**src/rtl/i8080_regfile_pkg.sv**
```systemverilog
// Purpose: shared encodings for the 8080 register file, control FSM and ALU.
// Latency: n/a (constants only).
// Backpressure: n/a.
package i8080_regfile_pkg;

  // Byte register codes (8080 SSS/DDD field)
  localparam logic [2:0] REG_B = 3'b000;
  localparam logic [2:0] REG_C = 3'b001;
  localparam logic [2:0] REG_D = 3'b010;
  localparam logic [2:0] REG_E = 3'b011;
  localparam logic [2:0] REG_H = 3'b100;
  localparam logic [2:0] REG_L = 3'b101;
  localparam logic [2:0] REG_M = 3'b110;
  localparam logic [2:0] REG_A = 3'b111;

  // Register pair codes
  localparam logic [1:0] RP_BC = 2'b00;
  localparam logic [1:0] RP_DE = 2'b01;
  localparam logic [1:0] RP_HL = 2'b10;
  localparam logic [1:0] RP_SP = 2'b11;

  // Pair operations
  localparam logic [1:0] RP_NOP   = 2'b00;
  localparam logic [1:0] RP_WRITE = 2'b01;
  localparam logic [1:0] RP_INC   = 2'b10;
  localparam logic [1:0] RP_DEC   = 2'b11;

endpackage

```
**src/rtl/register.sv**
```systemverilog
// Purpose: generic loadable register cell with synchronous active-low reset.
// Latency: 1 cycle from wenable/in to out.
// Backpressure: none; accepts a load every cycle.
// Ports: clk, rst_n (sync, active-low), wenable (load strobe), in (next value), out (stored value).
module register #(
  parameter int               WIDTH = 8,
  parameter logic [WIDTH-1:0] RESET = '0
) (
  input  logic             clk,
  input  logic             rst_n,
  input  logic             wenable,
  input  logic [WIDTH-1:0] in,
  output logic [WIDTH-1:0] out
);

  always_ff @(posedge clk) begin
    if (!rst_n) begin
      out <= RESET;
    end else if (wenable) begin
      out <= in;
    end
  end

endmodule

```
**src/rtl/i8080_regfile.sv**
```systemverilog
// Purpose: 8080 architectural registers B,C,D,E,H,L,A and SP with pair access, INX/DCX, XCHG.
// Latency: reads combinational from current state; every write commits on the next rising edge.
// Backpressure: none; all requests are accepted each cycle, conflicts resolved by fixed priority.
// Ports: clk, rst_n (sync, active-low); rd_a_sel/rd_a, rd_b_sel/rd_b byte reads;
//        wr_en/wr_sel/wr_data byte write; rp_sel/rp_op/rp_din/rp_dout pair access;
//        xchg (DE<->HL swap); sp_out, hl_out direct views.
module i8080_regfile
  import i8080_regfile_pkg::*;
#(
  parameter logic [15:0] SP_RESET  = 16'h0000,
  parameter logic [7:0]  REG_RESET = 8'h00
) (
  input  logic        clk,
  input  logic        rst_n,
  input  logic [2:0]  rd_a_sel,
  output logic [7:0]  rd_a,
  input  logic [2:0]  rd_b_sel,
  output logic [7:0]  rd_b,
  input  logic        wr_en,
  input  logic [2:0]  wr_sel,
  input  logic [7:0]  wr_data,
  input  logic [1:0]  rp_sel,
  input  logic [1:0]  rp_op,
  input  logic [15:0] rp_din,
  output logic [15:0] rp_dout,
  input  logic        xchg,
  output logic [15:0] sp_out,
  output logic [15:0] hl_out
);

  // Byte registers indexed by their 3-bit code; slot 6 (M) is a constant zero.
  logic [7:0][7:0] cur;
  logic [15:0]     sp;

  logic [15:0] rp_val;
  logic [15:0] incdec;
  logic [15:0] pair_new;
  logic        pair_act;
  logic        sp_we;

  always_comb begin
    rp_val = sp;
    case (rp_sel)
      RP_BC:   rp_val = {cur[REG_B], cur[REG_C]};
      RP_DE:   rp_val = {cur[REG_D], cur[REG_E]};
      RP_HL:   rp_val = {cur[REG_H], cur[REG_L]};
      default: rp_val = sp;
    endcase
  end

  // Single shared incrementer/decrementer on the selected pair.
  assign incdec   = (rp_op == RP_DEC) ? (rp_val - 16'd1) : (rp_val + 16'd1);
  assign pair_new = (rp_op == RP_WRITE) ? rp_din : incdec;

  // XCHG owns D,E,H,L this edge, so a pair op aimed at DE or HL is dropped.
  assign pair_act = (rp_op != RP_NOP) && !(xchg && ((rp_sel == RP_DE) || (rp_sel == RP_HL)));
  assign sp_we    = pair_act && (rp_sel == RP_SP);

  for (genvar k = 0; k < 8; k++) begin : g_byte
    if (k == 6) begin : g_m
      assign cur[k] = 8'h00;
    end else begin : g_reg
      localparam logic [2:0] CODE    = 3'(k);
      localparam bit         IS_SWAP = (k >= 2) && (k <= 5);

      logic       we;
      logic [7:0] nxt;

      // Later assignments override earlier ones: byte write < pair op < xchg.
      always_comb begin
        we  = 1'b0;
        nxt = wr_data;
        if (wr_en && (wr_sel == CODE)) begin
          we = 1'b1;
        end
        // Pair code matches the upper two bits of its byte codes; A (111) maps to SP and is excluded.
        if (pair_act && (rp_sel != RP_SP) && (rp_sel == CODE[2:1])) begin
          we  = 1'b1;
          nxt = CODE[0] ? pair_new[7:0] : pair_new[15:8];
        end
        // D<->H and E<->L differ only in bits 2:1 of the code (010<->100, 011<->101).
        if (IS_SWAP && xchg) begin
          we  = 1'b1;
          nxt = cur[CODE ^ 3'b110];
        end
      end

      register #(.WIDTH(8), .RESET(REG_RESET)) u_reg (
        .clk     (clk),
        .rst_n   (rst_n),
        .wenable (we),
        .in      (nxt),
        .out     (cur[k])
      );
    end
  end

  register #(.WIDTH(16), .RESET(SP_RESET)) u_sp (
    .clk     (clk),
    .rst_n   (rst_n),
    .wenable (sp_we),
    .in      (pair_new),
    .out     (sp)
  );

  assign rd_a    = cur[rd_a_sel];
  assign rd_b    = cur[rd_b_sel];
  assign rp_dout = rp_val;
  assign sp_out  = sp;
  assign hl_out  = {cur[REG_H], cur[REG_L]};

endmodule
```
**config.mk**
```make
export PLATFORM = sky130hd
export DESIGN_NAME = i8080_regfile
export DESIGN_NICKNAME = d
export VERILOG_FILES = /design/src/rtl/i8080_regfile_pkg.sv /design/src/rtl/register.sv /design/src/rtl/i8080_regfile.sv
export SDC_FILE = /design/constraint.sdc
export NUM_CORES = 1
export LEC_CHECK = 0
export CAP_MARGIN = 20
export CORE_ASPECT_RATIO = 1.1
export CORE_UTILIZATION = 40
export CTS_CLUSTER_SIZE = 16
export DETAILED_ROUTE_END_ITERATION = 12
export PLACE_DENSITY = 0.73
export RECOVER_POWER = 100
export SYNTH_ARGS = -nofsm -noshare
export SYNTH_HDL_FRONTEND = slang
export SYNTH_HIERARCHICAL = 1
export SYNTH_SLANG_ARGS = --single-unit
```
**constraint.sdc**
```tcl
create_clock -name clk -period 5.15 [get_ports clk]
set_input_delay 1.03 -clock clk [delete_from_list [all_inputs] [get_ports clk]]
set_output_delay 1.03 -clock clk [all_outputs]
set_load 0.03 [all_outputs]
```
==> results of run 1 <==
-- Yosys cell counts (5+ instances only) --
library cell | n | area (µm²)
a21o_1 | 10 | 75.1
a21oi_1 | 44 | 220
a221oi_1 | 9 | 78.8
a222oi_1 | 15 | 150
a22oi_1 | 15 | 113
buf_2 | 5 | 25.0
buf_6 | 8 | 90.1
clkbuf_1 | 39 | 146
dfxtp_1 | 72 | 1440
ha_1 | 18 | 225
inv_1 | 26 | 97.6
mux2_2 | 17 | 191
mux2i_1 | 86 | 861
mux4_2 | 16 | 360
nand2_1 | 69 | 259
nand2b_1 | 12 | 75.1
nor2_1 | 53 | 199
nor2b_1 | 78 | 488
nor3_1 | 7 | 35.0
o21ai_0 | 51 | 255
xnor2_1 | 6 | 52.6
xor2_1 | 6 | 52.6
-- sequential cells by signal (all words and copies together) (netlist names) --
name                    cells
u_sp/out                   16
g_byte.g_reg.u_reg/out     56
-- through the flow --
step / total power, W / area [µm²]
after global placement: 0.00127 / 7180
after global routing: 0.00191 / 7460
after detailed placement: 0.00127 / 7180
final: 0.00183 / 7460
after CTS: 0.00184 / 7450
after floorplan: 0.00105 / 5970
-- layout make-up --
| class | instances | area (µm²) |
|---|---|---|
| Fill cell | 1384 | 7040 |
| Multi-Input combinational cell | 565 | 4150 |
| Sequential cell | 72 | 1440 |
| Timing Repair Buffer | 135 | 1270 |
| Clock buffer | 13 | 250 |
| Tap cell | 192 | 240 |
| Inverter | 27 | 101 |
| Clock inverter | 3 | 17.5 |
-- how the worst min path moves through the flow --
stage	slack, ps	startpoint	to	cells after the start
5_1_grt	560	g_byte[7].g_reg.u_reg/out[5]$_SDFFE_PN0P_	g_byte[7].g_reg.u_reg/out[5]$_SDFFE_PN0P_	2
4_1_cts	540	g_byte[7].g_reg.u_reg/out[4]$_SDFFE_PN0P_	g_byte[7].g_reg.u_reg/out[4]$_SDFFE_PN0P_	2
3_5_place_dp	520	g_byte[7].g_reg.u_reg/out[4]$_SDFFE_PN0P_	g_byte[7].g_reg.u_reg/out[4]$_SDFFE_PN0P_	2
6_report	530	g_byte[7].g_reg.u_reg/out[4]$_SDFFE_PN0P_	g_byte[7].g_reg.u_reg/out[4]$_SDFFE_PN0P_	2
2_1_floorplan	490	g_byte[7].g_reg.u_reg/out[0]$_SDFFE_PN0P_	g_byte[7].g_reg.u_reg/out[0]$_SDFFE_PN0P_	2
3_3_place_gp	520	g_byte[7].g_reg.u_reg/out[3]$_SDFFE_PN0P_	g_byte[7].g_reg.u_reg/out[3]$_SDFFE_PN0P_	2
-- routing by layer --
metal / track usage / part of all wire
met1: 0.343 / 0.45
met2: 0.378 / 0.43
met3: 0.0511 / 0.096
met4: 0.0774 / 0.016
met5: 0 / 0
-- logic make-up after synthesis --
logic type	count (synthesis)
AO/OA/AOI/OAI	178
XOR/XNOR	12
adder cells (fa/ha/maj)	19
buffers and inverters	82
flip-flops	72
multiplexers	121
AND/OR/NAND/NOR	235
-- power groups by stage --
stage                     registers (W)  logic (W)  clock network (W)
final                          0.000640   0.000617           0.000576
after global routing           0.000644   0.000664           0.000604
after CTS                      0.000639   0.000626           0.000579
after detailed placement       0.000651   0.000622                  0
after global placement         0.000651   0.000618                  0
after floorplan                0.000662   0.000384                  0
-- worst reg2reg max path: stages (launching register included) --
cell      delay (ps)
dfxtp_1          390
a222oi_1         460
a21oi_1          210
fa_1             490
a21o_1           170
a21o_1           190
a311o_1          380
o21ai_0          260
nand2_1          120
xor2_1           160
mux2i_1          350
o221ai_1         200
mux2i_1          170
nor2b_1           60
==> results.toml, run 1 <==
[timing]
grt_setup_unrepaired = "false"
finalHoldViolCount = 0
final_max_slew_viol_count = 0
final.setup.tns_ps = 0
layout_min_cycle_time_ps = 4860
worst_slew_pin_slew_ps = 1040
slew_headroom = 0.310
fmaxAchievable_mhz = 206
finalSetupViolCount = 0
fin_skew_ps = 2.66
holdWs_ps = 533
worst_slack_ps = 288
period_share = 0.944

[yosys]
postSynthCellCount = 719
syn-cell-area_mm2 = 0.00597
ys_warn_count = 6
synthAdderAreaFrac = 0.0411
synth.mux.area_fraction = 0.241
ys_ff_latch = 72
synth_enable_flop_cells = 0
ys.flop_type = "dfxtp_1"
postSynthAreaPerCell_um2 = 8.30
synthArstFlopShare = 0
synth_cell_types = 51
yosys.area_share.simple = 0.194
synth_xor_area_frac = 0.0176
synth_seq_area_share = 0.241
synth-compound-area-share = 0.199
synth_top_family_by_area = "multiplexers"
syn_nets = 779

[critical_path]
slowest_stage = "clkdlybuf4s50_1"
arrival_ps = 5140
start_kind = "primary input"
worst_r2r_path_depth = 13
cp-end-kind = "flop"
rrSetupSlack_ps = 1440
r2r-end = "g_byte[2].g_reg.u_reg/out[0]$_SDFFE_PN0P_"
critPathBufInv = 3
max_stage_delay_ps = 540
r2r-start = "g_byte[5].g_reg.u_reg/out[0]$_SDFFE_PN0P_"
critPathTopFamily = "compound AO/OA/AOI/OAI gates"
required_ps = 5420
crit_chain = "clkdlybuf4s50_1 > inv_1 > ha_1 > buf_4 > a222oi_1 > a21oi_1 > ha_1 > o21a_1 > o211ai_1 > o2bb2ai_2 > o21ai_2 > a221oi_1 > xnor2_1 > mux2i_2 > a221oi_1 > mux2i_1 > nor2b_1"
path_class = "primary input to flop"
worstSetupEndpoint = "g_byte[2].g_reg.u_reg/out[5]$_SDFFE_PN0P_"
crit_cells = 17
cp_max_fo = 16
critPathLaunch = "rp_sel[0]"

[layout]
final_common_cell = "mux2i_1"
diodes = 0
layout-drive-gt1-share = 0.104
utilization = 0.515
final_nets = 870
syn_to_final_growth_pct = 25.0
final_cell_mix = "mux2i_1 (86), nor2b_1 (78), dfxtp_1 (72), nand2_1 (69), dlygate4sd3_1 (66)"
finalNonFillerCells = 1007

[clocking]
root_buffer = "clkbuf_16"
hold_buffers = 0
cts_max_level = 3
clock-sinks = 72
cts.clk_slew.worst_paths_ps = 60
tritoncts = "done"
cts_buffer_depth = 2
cts_resized = 0
clk_latency_ps = 330
cts_setup_buffers = 0
cts_made_buffers = 9

[pwr]
power_density_mw_per_mm2 = 245
power.net_switching_w = 0.000643
ir_drop_mv = 0.126
swShare = 0.351
p_comb_frac = 0.337
seq_power_share = 0.349
p_int_w = 0.00119
leakage_nw = 3.10
power_frac_clock = 0.314

[drt]
drt_iter0_drc = 552
drt.antenna.violating_nets = 0
drt_first_pass_iters = 6
wire_per_inst_um = 18.7
via_per_inst = 5.76
vias = 5805
drt_wl_total_mm = 18.8
drcViolationCount = 0

[grt]
grt_pass1_vias = 5344
antenna_found_initial = 0
grt_start_max_net_pins = 73
track_usage = 0.245
grt_pass1_wl_mm = 29.5
gr-total-overflow = 0

[placed_design]
post-dp-hpwl_mm = 13.9
place_inst = 989
post-place-ws_ps = 37.7
port_buffers = 104
place.gp.congestion = 0.935

[floorplanning]
ios = 105
fp.dieH_um = 130
design.die.area_mm2 = 0.0154
fp.dieW_um = 118
core_mm2 = 0.0145
start_util = 0.412
num_rows = 46

[run_status]
outcome = "finished, final reports clean"

[run]
cap_violations = 0

[min_path]
hold_class = "flop to flop"
Note: power is estimated with default switching activity, not from simulation.
==> run 2: changes to the inputs <==
- CAP_MARGIN: 20 -> unset
- CORE_MARGIN: unset -> 2
- CTS_BUF_LIST: unset -> sky130_fd_sc_hd__clkbuf_4
==> run 2 against run 1 <==
The flow now finishes with violations (max-capacitance violations, max-slew violations); worst hold slack better by 13 ps; clock power decreased by 42%; clock skew rose by 14 ps; setup slack worse by 65 ps; critical path type unchanged; global-route usage shrank 0.86 points; critical path depth stayed put; core utilization down 1.1 points.
==> results.toml, run 2 (synthesized netlist as in run 1, its figures left out) <==
[pwr]
power_frac_clock = 0.209
leakage_nw = 3.03
p_int_w = 0.000965
power_density_mw_per_mm2 = 218
ir_drop_mv = 0.0884
seq_power_share = 0.401
swShare = 0.394
p_comb_frac = 0.390
power.net_switching_w = 0.000627

[clocking]
root_buffer = "clkbuf_4"
hold_buffers = 0
cts_setup_buffers = 0
cts.clk_slew.worst_paths_ps = 130
cts_made_buffers = 9
clock-sinks = 72
clk_latency_ps = 460
cts_max_level = 3
cts_resized = 0
tritoncts = "done"
cts_buffer_depth = 2

[placed_design]
post-place-ws_ps = -57.1
port_buffers = 104
post-dp-hpwl_mm = 14.2
place.gp.congestion = 0.946

[floorplanning]
core_mm2 = 0.0145
fp.dieW_um = 120
start_util = 0.412
design.die.area_mm2 = 0.0159
num_rows = 46
fp.dieH_um = 132
ios = 105

[critical_path]
r2r-end = "g_byte[2].g_reg.u_reg/out[2]$_SDFFE_PN0P_"
path_class = "primary input to flop"
slowest_stage = "dlygate4sd3_1"
rrSetupSlack_ps = 1330
crit_chain = "dlygate4sd3_1 > inv_1 > ha_1 > buf_12 > a222oi_1 > a21oi_1 > ha_1 > a21oi_1 > nand3_1 > o2bb2ai_2 > o21ai_0 > a221oi_2 > xnor2_1 > mux2i_2 > a221oi_1 > mux2i_1 > nor2b_1"
arrival_ps = 5330
cp_max_fo = 16
cp-end-kind = "flop"
max_stage_delay_ps = 580
start_kind = "primary input"
r2r-start = "g_byte[5].g_reg.u_reg/out[0]$_SDFFE_PN0P_"
worst_r2r_path_depth = 13
required_ps = 5550

[timing]
slew_headroom = -0.219
grt_setup_unrepaired = "false"
fin_skew_ps = 16.6
layout_min_cycle_time_ps = 4930
finalHoldViolCount = 0
holdWs_ps = 546
finalSetupViolCount = 0
period_share = 0.957
final_max_slew_viol_count = 17
worst_slew_pin_slew_ps = 1820
worst_slack_ps = 223
fmaxAchievable_mhz = 203

[drt]
drcViolationCount = 0
drt_first_pass_iters = 8
drt_wl_total_mm = 19.1
vias = 5790
wire_per_inst_um = 19.0
drt.antenna.violating_nets = 0
drt_iter0_drc = 555
via_per_inst = 5.75

[layout]
final_common_cell = "mux2i_1"
largest_register_ffs = 56
final_nets = 869
reg_top3 = "g_byte.g_reg.u_reg/out: 56 flops, u_sp/out: 16 flops"
largest-register = "g_byte.g_reg.u_reg/out"
layout-drive-gt1-share = 0.0995
final_cell_mix = "mux2i_1 (87), nor2b_1 (78), dfxtp_1 (72), nand2_1 (69), dlygate4sd3_1 (65)"
syn_to_final_growth_pct = 22.3

[run_status]
violations = "max-capacitance violations, max-slew violations"
outcome = "finished, violations left"

[min_path]
hold_class = "flop to flop"
hold_end = "g_byte[7].g_reg.u_reg/out[0]$_SDFFE_PN0P_"
worstHoldStart = "g_byte[7].g_reg.u_reg/out[0]$_SDFFE_PN0P_"
whs_path_depth = 2

[run]
cap_violations = 1

[grt]
antenna_found_initial = 1
gr-total-overflow = 0
grt_start_max_net_pins = 73
grt_pass1_wl_mm = 29.8
grt_pass1_vias = 5451
track_usage = 0.237
run 2: changes by cell type in the layout (fill, tap and decap cells not counted), moves of 2 or more:
cell / delta
clkbuf_16: -9
clkbuf_4: +14
buf_12: +2
buf_4: -8
run 2: cell type report:
| type | instances | area, µm² |
|---|---|---|
| multi-input combinational | 565 | 4140 |
| tap | 192 | 240 |
| clock buffer | 12 | 90.1 |
| inverter | 27 | 101 |
| clock inverter | 4 | 21.3 |
| fill | 1432 | 7200 |
| timing repair buffer | 134 | 1270 |
| sequential | 72 | 1440 |
| antenna | 1 | 2.50 |
run 2: worst max path at each step:
stage | endpoint | slack (ps) | start
after detailed placement | g_byte[2].g_reg.u_reg/out[2]$_SDFFE_PN0P_ | -60 | rp_sel[0]
after CTS | g_byte[2].g_reg.u_reg/out[2]$_SDFFE_PN0P_ | 420 | rp_sel[0]
after global placement | g_byte[2].g_reg.u_reg/out[6]$_SDFFE_PN0P_ | 140 | rp_sel[0]
after floorplan | g_byte[4].g_reg.u_reg/out[7]$_SDFFE_PN0P_ | 480 | rp_sel[0]
after global routing | g_byte[4].g_reg.u_reg/out[5]$_SDFFE_PN0P_ | 120 | rp_sel[0]
final | g_byte[4].g_reg.u_reg/out[5]$_SDFFE_PN0P_ | 220 | rp_sel[0]
run 2: stage by stage:
step / utilization / instances / total power [W] / area [µm²] / setup TNS [ps]
floorplan: - / 719 / 0.00105 / 5970 / 0
global placement: 0.498 / 990 / 0.00127 / 7230 / 0
detailed placement: 0.498 / 990 / 0.00128 / 7230 / -92.5
CTS: 0.506 / 1006 / 0.00161 / 7340 / 0
global route: 0.503 / 1007 / 0.00167 / 7300 / 0
finish: 0.503 / 1007 / 0.00159 / 7300 / 0
run 2: worst max-delay path: cells and delay by family:
kind,cells,cell delay [ps]
simple gates,2,220
buf+inv,3,830
compound gates,7,2140
fa+ha+maj,2,610
xor+xnor,1,190
mux,2,300
run 2: power by group through the flow:
stage / sequential (W) / combinational, W / clock (W)
final: 0.000639 / 0.000620 / 0.000333
after CTS: 0.000637 / 0.000637 / 0.000334
after global routing: 0.000643 / 0.000666 / 0.000360
after floorplan: 0.000662 / 0.000384 / 0
after detailed placement: 0.000650 / 0.000635 / 0
after global placement: 0.000649 / 0.000626 / 0
run 2: layer usage:
metal	vias to the layer above	track usage	part of all wire
li1	2768	-	-
met1	2707	0.349	0.45
met2	281	0.348	0.43
met3	34	0.0446	0.095
met4	0	0.0717	0.019
met5	-	0	0
==> run 3: changes to the inputs <==
- CAP_MARGIN: unset -> 15
- SKIP_CTS_REPAIR_TIMING: unset -> 1
==> results of run 3 <==
No change in the layout: final DEF, timing and power equal those of run 2.
